[config.mk]
export PLATFORM = sky130hd
export DESIGN_NAME = micro_tile_sequencer
export DESIGN_NICKNAME = d
export VERILOG_FILES = /design/src/rtl/micro_tile_pkg.sv /design/src/rtl/micro_tile_sel_filter.sv /design/src/rtl/micro_tile_sequencer.sv
export SDC_FILE = /design/constraint.sdc
export NUM_CORES = 1
export LEC_CHECK = 0
export ABC_CLOCK_PERIOD_IN_PS = 1600
export CAP_MARGIN = 20
export CORE_MARGIN = 2
export CORE_UTILIZATION = 40
export CTS_CLUSTER_SIZE = 12
export DETAILED_ROUTE_END_ITERATION = 6
export DONT_BUFFER_PORTS = 1
export GPL_TIMING_DRIVEN = 0
export SLEW_MARGIN = 20
export SYNTH_ARGS = -nofsm -noshare
export SYNTH_HDL_FRONTEND = slang
export SYNTH_SLANG_ARGS = --single-unit
[constraint.sdc]
create_clock -name clk -period 1.6 [get_ports clk]
set_input_delay 0.24 -clock clk [delete_from_list [all_inputs] [get_ports clk]]
set_output_delay 0.24 -clock clk [all_outputs]
set_load 0.05 [all_outputs]
[src/rtl/micro_tile_pkg.sv]
// micro_tile_pkg: shared state encoding, default sizing and tile decode for the tile sequencer.
// Latency: n/a (types and pure functions only).
// Backpressure: n/a.
package micro_tile_pkg;

  localparam int NUM_TILES_DEF = 4;
  localparam int SEL_W_DEF     = 2;
  localparam int MAX_TILES     = 8;

  typedef enum logic [2:0] {
    ST_START = 3'd0,
    ST_HOLD  = 3'd1,
    ST_RUN   = 3'd2,
    ST_DRAIN = 3'd3,
    ST_GATE  = 3'd4
  } state_e;

  // One-hot decode of a tile index; callers size-cast down to their tile count.
  function automatic logic [MAX_TILES-1:0] tile_onehot(input logic [2:0] sel);
    tile_onehot      = '0;
    tile_onehot[sel] = 1'b1;
  endfunction

endpackage

[src/rtl/micro_tile_sel_filter.sv]
// micro_tile_sel_filter: synchronises pad select and tile reset request, debounces select.
// Latency: SYNC_STAGES flops, then STABLE_CYCLES identical samples before stable_sel loads.
// Backpressure: none; out-of-range selects are dropped and stable_sel holds its old value.
module micro_tile_sel_filter #(
  parameter int NUM_TILES     = 4,
  parameter int SEL_W         = 2,
  parameter int SYNC_STAGES   = 2,
  parameter int STABLE_CYCLES = 3
) (
  input  logic             clk,
  input  logic             rst,
  input  logic [SEL_W-1:0] sel_req,
  input  logic             ext_rst_n,
  output logic [SEL_W-1:0] stable_sel,
  output logic             ext_rst_n_sync
);

  localparam int                CNT_W   = $clog2(STABLE_CYCLES + 1);
  localparam logic [CNT_W-1:0]  CNT_MAX = CNT_W'(STABLE_CYCLES - 1);

  logic [SEL_W-1:0]       sel_sync_q [SYNC_STAGES];
  logic [SYNC_STAGES-1:0] ext_sync_q;
  logic [SEL_W-1:0]       sel_s;
  logic [SEL_W-1:0]       prev_q;
  logic [SEL_W-1:0]       stable_q, stable_d;
  logic [CNT_W-1:0]       cnt_q, cnt_d;

  assign sel_s          = sel_sync_q[SYNC_STAGES-1];
  assign stable_sel     = stable_q;
  assign ext_rst_n_sync = ext_sync_q[SYNC_STAGES-1];

  // Count consecutive equal samples; accept a select once the run is long enough and in range.
  always_comb begin
    cnt_d    = '0;
    stable_d = stable_q;
    if (sel_s == prev_q) begin
      cnt_d = (cnt_q == CNT_MAX) ? CNT_MAX : cnt_q + 1'b1;
    end
    if ((cnt_d == CNT_MAX) && (32'(sel_s) < 32'(NUM_TILES))) begin
      stable_d = sel_s;
    end
  end

  // Synchroniser chains plus filter state; reset treats the tile reset request as asserted.
  always_ff @(posedge clk or posedge rst) begin
    if (rst) begin
      for (int i = 0; i < SYNC_STAGES; i++) begin
        sel_sync_q[i] <= '0;
      end
      ext_sync_q <= '0;
      prev_q     <= '0;
      cnt_q      <= '0;
      stable_q   <= '0;
    end else begin
      sel_sync_q[0] <= sel_req;
      ext_sync_q[0] <= ext_rst_n;
      for (int i = 1; i < SYNC_STAGES; i++) begin
        sel_sync_q[i] <= sel_sync_q[i-1];
        ext_sync_q[i] <= ext_sync_q[i-1];
      end
      prev_q   <= sel_s;
      cnt_q    <= cnt_d;
      stable_q <= stable_d;
    end
  end

endmodule

[src/rtl/micro_tile_sequencer.sv]
// micro_tile_sequencer: safe tile switchover -- drain old tile, gate clocks, swap mux, hold new tile in reset, release.
// Latency: registered outputs; RUN detect at t drops out_valid at t+1 and restores it at t+3+RST_HOLD.
// Backpressure: none; select changes mid-sequence are taken at GATE or on the next RUN cycle. Macro MICRO_TILE_SWITCH_CNT_EN builds switch_cnt.
module micro_tile_sequencer
  import micro_tile_pkg::*;
#(
  parameter int NUM_TILES     = NUM_TILES_DEF,
  parameter int SEL_W         = SEL_W_DEF,
  parameter int SYNC_STAGES   = 2,
  parameter int STABLE_CYCLES = 3,
  parameter int RST_HOLD      = 4
) (
  input  logic                 clk,
  input  logic                 rst,
  input  logic [SEL_W-1:0]     sel_req,
  input  logic                 ext_rst_n,
  output logic [NUM_TILES-1:0] tile_clk_en,
  output logic [NUM_TILES-1:0] tile_rst_n,
  output logic [SEL_W-1:0]     out_sel,
  output logic                 out_valid,
  output logic                 busy,
  output logic [7:0]           switch_cnt
);

  localparam int              HOLD_W    = $clog2(RST_HOLD + 1);
  localparam logic [HOLD_W-1:0] HOLD_INIT = HOLD_W'(RST_HOLD - 1);

  logic [SEL_W-1:0]     stable_sel;
  logic                 ext_rst_n_sync;
  state_e               state_q, state_d;
  logic [SEL_W-1:0]     active_q, active_d;
  logic [HOLD_W-1:0]    hold_q, hold_d;
  logic [NUM_TILES-1:0] oh_d, clk_en_d, rst_n_d;
  logic [NUM_TILES-1:0] clk_en_q, rst_n_q;
  logic [SEL_W-1:0]     out_sel_q;
  logic                 out_valid_q, busy_q;

  micro_tile_sel_filter #(
    .NUM_TILES    (NUM_TILES),
    .SEL_W        (SEL_W),
    .SYNC_STAGES  (SYNC_STAGES),
    .STABLE_CYCLES(STABLE_CYCLES)
  ) u_filter (
    .clk           (clk),
    .rst           (rst),
    .sel_req       (sel_req),
    .ext_rst_n     (ext_rst_n),
    .stable_sel    (stable_sel),
    .ext_rst_n_sync(ext_rst_n_sync)
  );

  // Switchover sequencing; the new tile index is latched on the way into GATE so HOLD clocks it.
  always_comb begin
    state_d  = state_q;
    active_d = active_q;
    hold_d   = hold_q;
    unique case (state_q)
      ST_START: begin
        state_d = ST_HOLD;
        hold_d  = HOLD_INIT;
      end
      ST_HOLD: begin
        if (hold_q == '0) state_d = ST_RUN;
        else              hold_d  = hold_q - 1'b1;
      end
      ST_RUN: begin
        if (stable_sel != active_q) state_d = ST_DRAIN;
      end
      ST_DRAIN: begin
        state_d  = ST_GATE;
        active_d = stable_sel;
      end
      ST_GATE: begin
        state_d = ST_HOLD;
        hold_d  = HOLD_INIT;
      end
      default: state_d = ST_START;
    endcase
  end

  // Decode next-cycle outputs from the next state so every output leaves a flop.
  always_comb begin
    oh_d     = NUM_TILES'(tile_onehot(3'(active_d)));
    clk_en_d = '0;
    rst_n_d  = '0;
    if (state_d inside {ST_HOLD, ST_RUN, ST_DRAIN}) clk_en_d = oh_d;
    if ((state_d == ST_RUN) && ext_rst_n_sync)      rst_n_d  = oh_d;
  end

  // State and output registers; reset parks every tile gated and in reset.
  always_ff @(posedge clk or posedge rst) begin
    if (rst) begin
      state_q     <= ST_START;
      active_q    <= '0;
      hold_q      <= '0;
      clk_en_q    <= '0;
      rst_n_q     <= '0;
      out_sel_q   <= '0;
      out_valid_q <= 1'b0;
      busy_q      <= 1'b1;
    end else begin
      state_q     <= state_d;
      active_q    <= active_d;
      hold_q      <= hold_d;
      clk_en_q    <= clk_en_d;
      rst_n_q     <= rst_n_d;
      out_sel_q   <= active_d;
      out_valid_q <= (state_d == ST_RUN);
      busy_q      <= (state_d != ST_RUN);
    end
  end

  assign tile_clk_en = clk_en_q;
  assign tile_rst_n  = rst_n_q;
  assign out_sel     = out_sel_q;
  assign out_valid   = out_valid_q;
  assign busy        = busy_q;

`ifdef MICRO_TILE_SWITCH_CNT_EN
  logic [7:0] switch_cnt_q;

  // Count switchovers as they pass GATE, holding at 255.
  always_ff @(posedge clk or posedge rst) begin
    if (rst) begin
      switch_cnt_q <= '0;
    end else if ((state_d == ST_GATE) && (switch_cnt_q != 8'hFF)) begin
      switch_cnt_q <= switch_cnt_q + 8'd1;
    end
  end

  assign switch_cnt = switch_cnt_q;
`else
  assign switch_cnt = 8'h00;
`endif

endmodule
======== After elaboration in Yosys (flattened, before gate mapping) ========
Cells that the tools add are included.
storage, ports and cells
  word-level logic and storage cells ...... 50
  output and inout bits ................... 20
  bits of input ports ..................... 5
  flip-flop bits (word level) ............. 30
operators by class
  $add $sub $neg .......................... 2
  multiplexer cells ....................... 12
  equality and inequality tests ........... 13
  order comparisons ....................... 2
  reductions and logical operators ........ 8
operators with widths
  operator               count
  $eq A3 B2 Y1 const B   4
  $pmux W3 S4            1
  $mux W3                3
  $mux W4                2
  $eq A3 B1 Y1 const B   2
  $logic_not A3 Y1       2
  $mux W2                3
  $pmux W3 S2            1
  $eq A2 B2 Y1 const B   2
  $lt A2 B4 Y1 const B   1
  $eq A3 B3 Y1 const B   1
  $ne A3 B2 Y1 const B   1
  $reduce_bool A3 Y1     1
  $sub A3 B1 Y3 const B  1
  $add A2 B1 Y2 const B  1
  $demux W1 S2           1
  $eq A2 B2 Y1           1
  $ge A2 B1 Y1 const B   1
  $logic_and A1 B1 Y1    2
  $ne A2 B2 Y1           1
  $ne A2 B2 Y1 const B   1
  $reduce_and A2 Y1      1
  $reduce_bool A2 Y1     1
  $reduce_or A2 Y1       1
  $mux W1                1

======== Longest topological paths before layout ========
Gate-level depths: netlist of the first run.
  word-level depth ........................ 7
  mapped depth ............................ 5

======== Modules after synthesis ========
From an unflattened synthesis of the first run, not the netlist that was laid out.
second synthesis, totals
  cells, all modules ...................... 104
  area, all modules ....................... 1228.7 µm²
modules (own cells, without submodules)
  module                 area each (µm²)  cells an instance  times used
  micro_tile_sequencer   814.5            72                 1
  micro_tile_sel_filter  414.1            32                 1

======== Least setup slack after synthesis of the first run ========
No wires, ideal clock.
  path type ............................... register to register
  start ................................... register out_sel[0] (netlist name)
  end ..................................... register busy_q (netlist: busy)
  data required time ...................... 1.516 ns
  period minus slack after synthesis ...... 1.470 ns
  slack ................................... 0.130 ns
  path buffers ............................ 0
  data arrival time ....................... 1.385 ns
  stages on the path, launching flop included .. 4
  library setup time ...................... 0.084 ns
  cell sequence ........................... dfrtp_1 xnor2_1 a31oi_2 or2_2
RTL lines
  element                 RTL line                     source
  end signal: assignment  micro_tile_sequencer.sv:109  busy_q <= (state_d != ST_RUN);
  end: declaration        micro_tile_sequencer.sv:36   logic out_valid_q, busy_q;

======== Worst setup path after layout of the first run ========
  start ................................... register hold_q[0]
  end ..................................... register hold_q[0]
between the ends
  longest elaborated chain between the ends .. 3
  elaborated cells on any way between the ends .. 6
RTL lines
  element                                            RTL line                                                source
  start: declaration                                 micro_tile_sequencer.sv:32                              logic [HOLD_W-1:0] hold_q, hold_d;
  start signal: assignment                           micro_tile_sequencer.sv:104                             hold_q <= hold_d;
  $sub A3 B1 Y3 or $logic_not A3 Y1 (tied branches)  micro_tile_sequencer.sv:64, micro_tile_sequencer.sv:63
  $mux W3 or $ne A2 B2 Y1 (tied branches)            n/a
  $pmux W3 S2 or $reduce_and A2 Y1 (tied branches)   n/a
Parallel ways exist; a longest one is shown, timed or not. The select of a mux whose other input is x is not followed.
A chain may end at the register's enable or synchronous reset.

==> flow_metrics.py, run 1 <==
metrics = {
    "logic_synthesis": {
        "synth_xor_xnor_area_share_pct": 2.72,
        "synthMuxAreaShare_pct": 6.11,
        "yosysTopAreaCellShare_pct": 56.3,
        "synth_adder_area_share_pct": 3.69,
        "yosysTopAreaCell": "dfrtp_1",
        "synth_compound_area_share_pct": 5.63,
        "synth_top_family_by_area": "simple AND/OR/NAND/NOR gates",
        "syn_inst": 98,
        "ys_seq_area_share_pct": 58.3,
        "synth-seq-cells": 30,
        "synthTopCellsByArea": "dfrtp_1, buf_4, mux2i_4",
        "synth_area_mm2": 0.00129,
        "yosys_warnings": 0,
        "ys_types": 37,
        "synth-simple-area-share_pct": 13.9,
        "syn_area_per_cell_um2": 13.2,
    },
    "detailed_routing": {
        "drtIter0Drc": 44,
        "top_layer_used": "met4",
        "antenna_left": 0,
        "drt-total-wl_um": 1900,
        "firstDrtPassIters": 4,
        "drc": 0,
        "avgRoutedWirePerCell_um": 11.6,
        "vias_per_cell": 4.50,
        "wl_met3_um": 109,
        "wl_met2_um": 896,
        "wl_met1_um": 867,
        "vias": 733,
    },
    "final_layout": {
        "n_fill_cell": 296,
        "num_antenna_cells": 0,
        "nNetsFinal": 126,
        "layout-drive-gt1-share_pct": 31.1,
        "final_cell_mix": "dfrtp_1, buf_4, conb_1, inv_1, clkbuf_4",
        "syn_to_final_growth_pct": 16.8,
        "final_common_cell": "dfrtp_1",
        "fin_area_mm2": 0.00151,
    },
    "power": {
        "power.leakage_uw": 0.000730,
        "ir_drop_uv": 938,
        "powerDensity_mw_per_mm2": 1850,
        "p_clk_share_pct": 16.8,
        "seq_power_share_pct": 51.0,
        "switching_power_uw": 1160,
        "switching_share_pct": 41.6,
        "total_power_uw": 2780,
        "intPower_uw": 1620,
        "pwr-share-comb_pct": 32.2,
    },
    "timing": {
        "finalSetupTns_ns": 0,
        "setup_viol": 0,
        "rsz0062_at_grt": "no",
        "finalMaxSlewViolations": 0,
        "hold_viol_final": 0,
        "fin_crit_ns": 1.52,
        "fin_ws_ns": 0.0753,
        "finalCritPeriodShare_pct": 95.3,
        "clock.fmax_ghz": 0.656,
        "hold_slack_ns": 0.355,
        "fin_skew_ns": 0.00891,
    },
    "setup_path": {
        "arrival_ns": 1.74,
        "r2r-start": "hold_q[0]$_DFFE_PP0P_",
        "cp-end-kind": "flip-flop",
        "r2r-end": "hold_q[0]$_DFFE_PP0P_",
        "start_kind": "flip-flop",
        "cp_max_fo": 4,
        "r2r_slack_ns": 0.08,
        "critPathKind": "reg2reg",
        "r2r_cells": 5,
        "critical_path_required_ns": 1.81,
    },
    "clock_tree": {
        "root_buffer": "clkbuf_4",
        "ctsHtreeMaxLevel": 2,
        "cts_max_path_buffers": 2,
        "cts_buffers": 5,
        "cts_tree": "built",
        "clk_pin_slew_worst_paths_ns": 0.10,
        "cts.sinks": 30,
        "insertion_delay_ns": 0.32,
    },
    "worst_hold_path": {
        "hold_class": "reg2reg",
        "hold_depth": 0,
        "worstHoldStart": "u_filter.sel_sync_q[3]$_DFF_PP0_",
        "holdPathEnd": "u_filter.sel_s[1]$_DFF_PP0_",
    },
    "global_routing": {
        "grt_overflow_total": 0,
        "grt_pass1_vias": 751,
        "grt_pass1_wl_um": 3300,
        "grt_max_degree": 20,
        "antenna_found_initial": 0,
        "grt_use_total_pct": 13.0,
    },
    "floorplan": {
        "die_x_um": 60.8,
        "chipHeight_um": 60.8,
        "num_rows": 20,
        "start_util_pct": 42.3,
        "dieArea_mm2": 0.00370,
        "core_area_mm2": 0.00305,
        "pin_count": 25,
    },
    "placement": {
        "dp_slack_ns": -0.0300,
        "io_buffers": 0,
        "gp_congestion": 0.705,
        "placed_cell_area_mm2": 0.00139,
        "hpwl_um": 1290,
    },
    "run": {
        "drv_cap": 0,
    },
    "run_status": {
        "status": "complete, no violations",
    },
}
cell families after synthesis:
family	Yosys count
AO/OA/AOI/OAI	8
buffers and inverters	20
multiplexers	5
other	1
flip-flops	30
XOR/XNOR	4
adder cells (fa/ha/maj)	4
AND/OR/NAND/NOR	26
power groups by stage:
| stage | Sequential [µW] | Clock, µW | Combinational, µW |
|---|---|---|---|
| after CTS | 1430 | 489 | 882 |
| after detailed placement | 1440 | 0 | 869 |
| after global routing | 1450 | 534 | 994 |
| after global placement | 1430 | 0 | 840 |
| after floorplan | 1400 | 0 | 756 |
| final | 1420 | 466 | 897 |
flip-flops by register name, indices dropped and copies added (netlist names):
register	count
tile_clk_en	4
tile_rst_n	4
hold_q	3
state_q	3
out_sel	2
u_filter.cnt_q	2
u_filter.ext_sync_q	2
u_filter.prev_q	2
u_filter.sel_s	2
u_filter.sel_sync_q	2
u_filter.stable_sel	2
busy	1
out_valid	1
per-stage QoR:
stage                     instances  utilization, %
final                           163            49.3
after global routing            163            49.3
after CTS                       162            48.9
after detailed placement        150            45.4
after global placement          149            44.9
after floorplan                 105               -
worst max path at each step:
stage / cells after the start / from / slack [ns] / to
floorplan: 3 / out_sel[0]$_DFF_PP0_ / 0.13 / busy$_DFF_PP1_
global placement: 3 / out_sel[0]$_DFF_PP0_ / 0.004 / tile_rst_n[3]$_DFF_PP0_
detailed placement: 3 / out_sel[1]$_DFF_PP0_ / -0.03 / busy$_DFF_PP1_
CTS: 5 / hold_q[0]$_DFFE_PP0P_ / 0.05 / hold_q[0]$_DFFE_PP0P_
global route: 3 / out_sel[1]$_DFF_PP0_ / 0.01 / tile_rst_n[1]$_DFF_PP0_
finish: 5 / hold_q[0]$_DFFE_PP0P_ / 0.08 / hold_q[0]$_DFFE_PP0P_
cell usage after synthesis:
cell       number
o211ai_1        1
nand2b_1        1
a31oi_2         1
nor4b_1         2
a21oi_1         1
buf_6           2
nand3b_4        1
nor2b_1         2
nor2_1          4
dfrtp_1        29
o211a_1         1
dfstp_2         1
maj3_1          1
mux2i_4         2
xnor2_1         2
a2bb2oi_1       1
o221a_2         1
inv_1           7
and3b_1         1
conb_1          1
buf_2           1
or3_1           1
or2_2           1
a22o_1          1
inv_2           2
and2b_1         1
a221oi_1        1
nor3_1          2
nor3b_1         2
nand2_1         1
mux2_2          3
xor2_1          2
and4bb_2        1
and2_1          2
nor4_1          4
buf_4           8
ha_1            3
critical path, cell delays in order, from the launching register on:
cell and delay [ns]:
dfrtp_1 0.35, inv_1 0.08, ha_1 0.23, nor2b_1 0.17
or3_1 0.33, o221a_2 0.25
cell type report:
class	instances	area, µm²	area share, %
sequential	30	754	50.1
tap	44	55.1	3.65
clock inverter	2	12.5	0.831
buffer	11	87.6	5.81
timing repair buffer	6	62.6	4.15
clock buffer	6	51.3	3.41
multi-input combinational	55	449	29.8
inverter	9	33.8	2.24
what timing repair did:
item,4_1_cts,5_1_grt
hold buffers,4,0
hold endpoints to repair,14,0
gates cloned,0,0
setup endpoints to repair,5,3
gates resized for setup,2,1
buffers inserted,0,1
routing by layer:
layer	global-route usage [%]	up-vias
met5	0	-
met4	7.45	0
met3	6.18	2
met2	19.8	22
met1	14.9	353
li1	-	356
No activity file was read; power rests on OpenSTA's default activity.
==> run 2, diff against run 1 <==
- CORE_MARGIN: 2 -> 3
==> run 2 against run 1 <==
- via count increased by 0.27%
- core utilization is 2.9 points higher
- sequential cell count unchanged
- design area grew 0.50%
- cell count down 1.8%
- power is 0.54% higher
- clock-buffer cell count did not move
- non-clock buffer count fell by 1
- first-iteration DRC count shrank 55%
- setup slack got worse by 0.017 ns
- global-route usage is 1.2 points lower
==> flow_metrics.py, run 2 (same netlist as run 1, synthesis figures left out) <==
metrics = {
    "timing": {
        "finalCritPeriodShare_pct": 96.3,
        "finalMaxSlewViolations": 0,
        "fin_skew_ns": 0.00803,
        "hold_viol_final": 0,
        "fin_crit_ns": 1.54,
        "clock.fmax_ghz": 0.649,
        "fin_ws_ns": 0.0586,
        "setup_viol": 0,
    },
    "detailed_routing": {
        "antenna_left": 0,
        "drc": 0,
        "vias_per_cell": 4.59,
        "avgRoutedWirePerCell_um": 12.4,
        "drt-total-wl_um": 1990,
        "firstDrtPassIters": 4,
        "drtIter0Drc": 20,
        "vias": 735,
    },
    "clock_tree": {
        "cts_max_path_buffers": 2,
        "root_buffer": "clkbuf_4",
        "clk_pin_slew_worst_paths_ns": 0.09,
        "ctsHtreeMaxLevel": 2,
        "cts_buffers": 5,
        "cts_tree": "built",
        "cts.sinks": 30,
        "insertion_delay_ns": 0.32,
        "cts_setup_buffers": 0,
    },
    "setup_path": {
        "path_delay_family": "simple AND/OR/NAND/NOR gates",
        "start_kind": "flip-flop",
        "critical_path_required_ns": 1.82,
        "path_cells": "inv_2 > ha_2 > nor2b_4 > or3_4 > o221a_2",
        "critPathKind": "reg2reg",
        "cp_num_buf_inv": 1,
        "cp_slowest_stage_delay_ns": 0.41,
        "cp-end-kind": "flip-flop",
        "arrival_ns": 1.76,
        "crit_slowest_cell": "dfrtp_1",
        "cp_max_fo": 4,
    },
    "placement": {
        "placed_cell_area_mm2": 0.00138,
        "hpwl_um": 1370,
        "io_buffers": 0,
        "gp_congestion": 0.719,
        "dp_slack_ns": -0.00492,
        "dpl.cell_count": 148,
    },
    "global_routing": {
        "antenna_found_initial": 0,
        "grt_overflow_total": 0,
        "grt_use_total_pct": 11.8,
        "grt_pass1_vias": 743,
        "grt_pass1_wl_um": 3460,
        "grt_max_degree": 21,
    },
    "final_layout": {
        "fin_area_mm2": 0.00151,
        "layout-drive-gt1-share_pct": 34.7,
        "nNetsFinal": 125,
        "n_fill_cell": 279,
        "final_common_cell": "dfrtp_1",
        "final_cell_mix": "dfrtp_1, buf_4, conb_1, inv_1, clkbuf_4",
        "final_cells": 160,
        "syn_to_final_growth_pct": 17.4,
        "num_antenna_cells": 0,
    },
    "power": {
        "ir_drop_uv": 1060,
        "powerDensity_mw_per_mm2": 1850,
        "power.leakage_uw": 0.000729,
    },
    "floorplan": {
        "chipHeight_um": 62.8,
        "dieArea_mm2": 0.00394,
        "pin_count": 25,
        "num_rows": 19,
        "die_x_um": 62.8,
        "core_area_mm2": 0.00290,
        "start_util_pct": 44.5,
    },
    "run_status": {
        "status": "complete, no violations",
    },
    "worst_hold_path": {
        "hold_class": "reg2reg",
    },
    "run": {
        "drv_cap": 0,
    },
}
run 2: cell types whose count changed in the layout (fill, tap and decap cells not counted), sizes merged:
cell / before / now
clkinvlp: 1 / 0
buf: 13 / 12
clkinv: 1 / 2
run 2: final timing paths:
check	start	end	slack, ns	cells past startpoint
setup reg to reg	hold_q[0]$_DFFE_PP0P_	hold_q[0]$_DFFE_PP0P_	0.06	5
max in group asynchronous	rst	out_sel[1]$_DFF_PP0_	0.74	3
hold / removal	u_filter.sel_sync_q[2]$_DFF_PP0_	u_filter.sel_s[0]$_DFF_PP0_	0.35	0
hold reg to reg	u_filter.sel_sync_q[2]$_DFF_PP0_	u_filter.sel_s[0]$_DFF_PP0_	0.35	0
min in group asynchronous	rst	tile_clk_en[0]$_DFF_PP0_	0.36	2
setup / recovery	hold_q[0]$_DFFE_PP0P_	hold_q[0]$_DFFE_PP0P_	0.06	5
run 2: per-stage QoR:
| step | power (µW) | utilization [%] | hold slack, ns | TNS, ns |
|---|---|---|---|---|
| after floorplan | 2150 | - | 0.271 | 0 |
| after global placement | 2270 | 47.2 | 0.271 | 0 |
| after detailed placement | 2310 | 47.7 | 0.165 | -0.00492 |
| after CTS | 2750 | 50.9 | 0.353 | 0 |
| after global routing | 3010 | 52.2 | 0.367 | -0.00939 |
| final | 2800 | 52.2 | 0.354 | 0 |
run 2: routing by layer:
layer | up-vias | GRT usage, % | wire (µm)
met5 | - | 0 | 0
met4 | 0 | 7.44 | 48
met3 | 5 | 5.76 | 117
met2 | 23 | 17.0 | 934
met1 | 349 | 13.8 | 888
li1 | 358 | - | -
run 2: area by class of cell:
class / count / area (µm²) / share of cell area (%)
Tap cell: 42 / 52.6 / 3.47
Buffer: 11 / 87.6 / 5.79
Multi-Input combinational cell: 55 / 479 / 31.7
Clock buffer: 6 / 41.3 / 2.73
Timing Repair Buffer: 5 / 55.1 / 3.64
Sequential cell: 30 / 754 / 49.8
Inverter: 9 / 33.8 / 2.23
Clock inverter: 2 / 10.0 / 0.661
run 2: report_power, final:
group / internal [µW] / switching [µW] / total, µW
Combinational: 496 / 441 / 937
Clock: 167 / 249 / 416
Sequential: 958 / 485 / 1440
Total: 1620 / 1180 / 2800
run 2: what timing repair did:
action / CTS / global route
setup endpoints to repair: 5 / 4
pin swaps: 0 / 1
gates resized for setup: 2 / 8
hold buffers: 4 / 0
hold endpoints to repair: 12 / 0
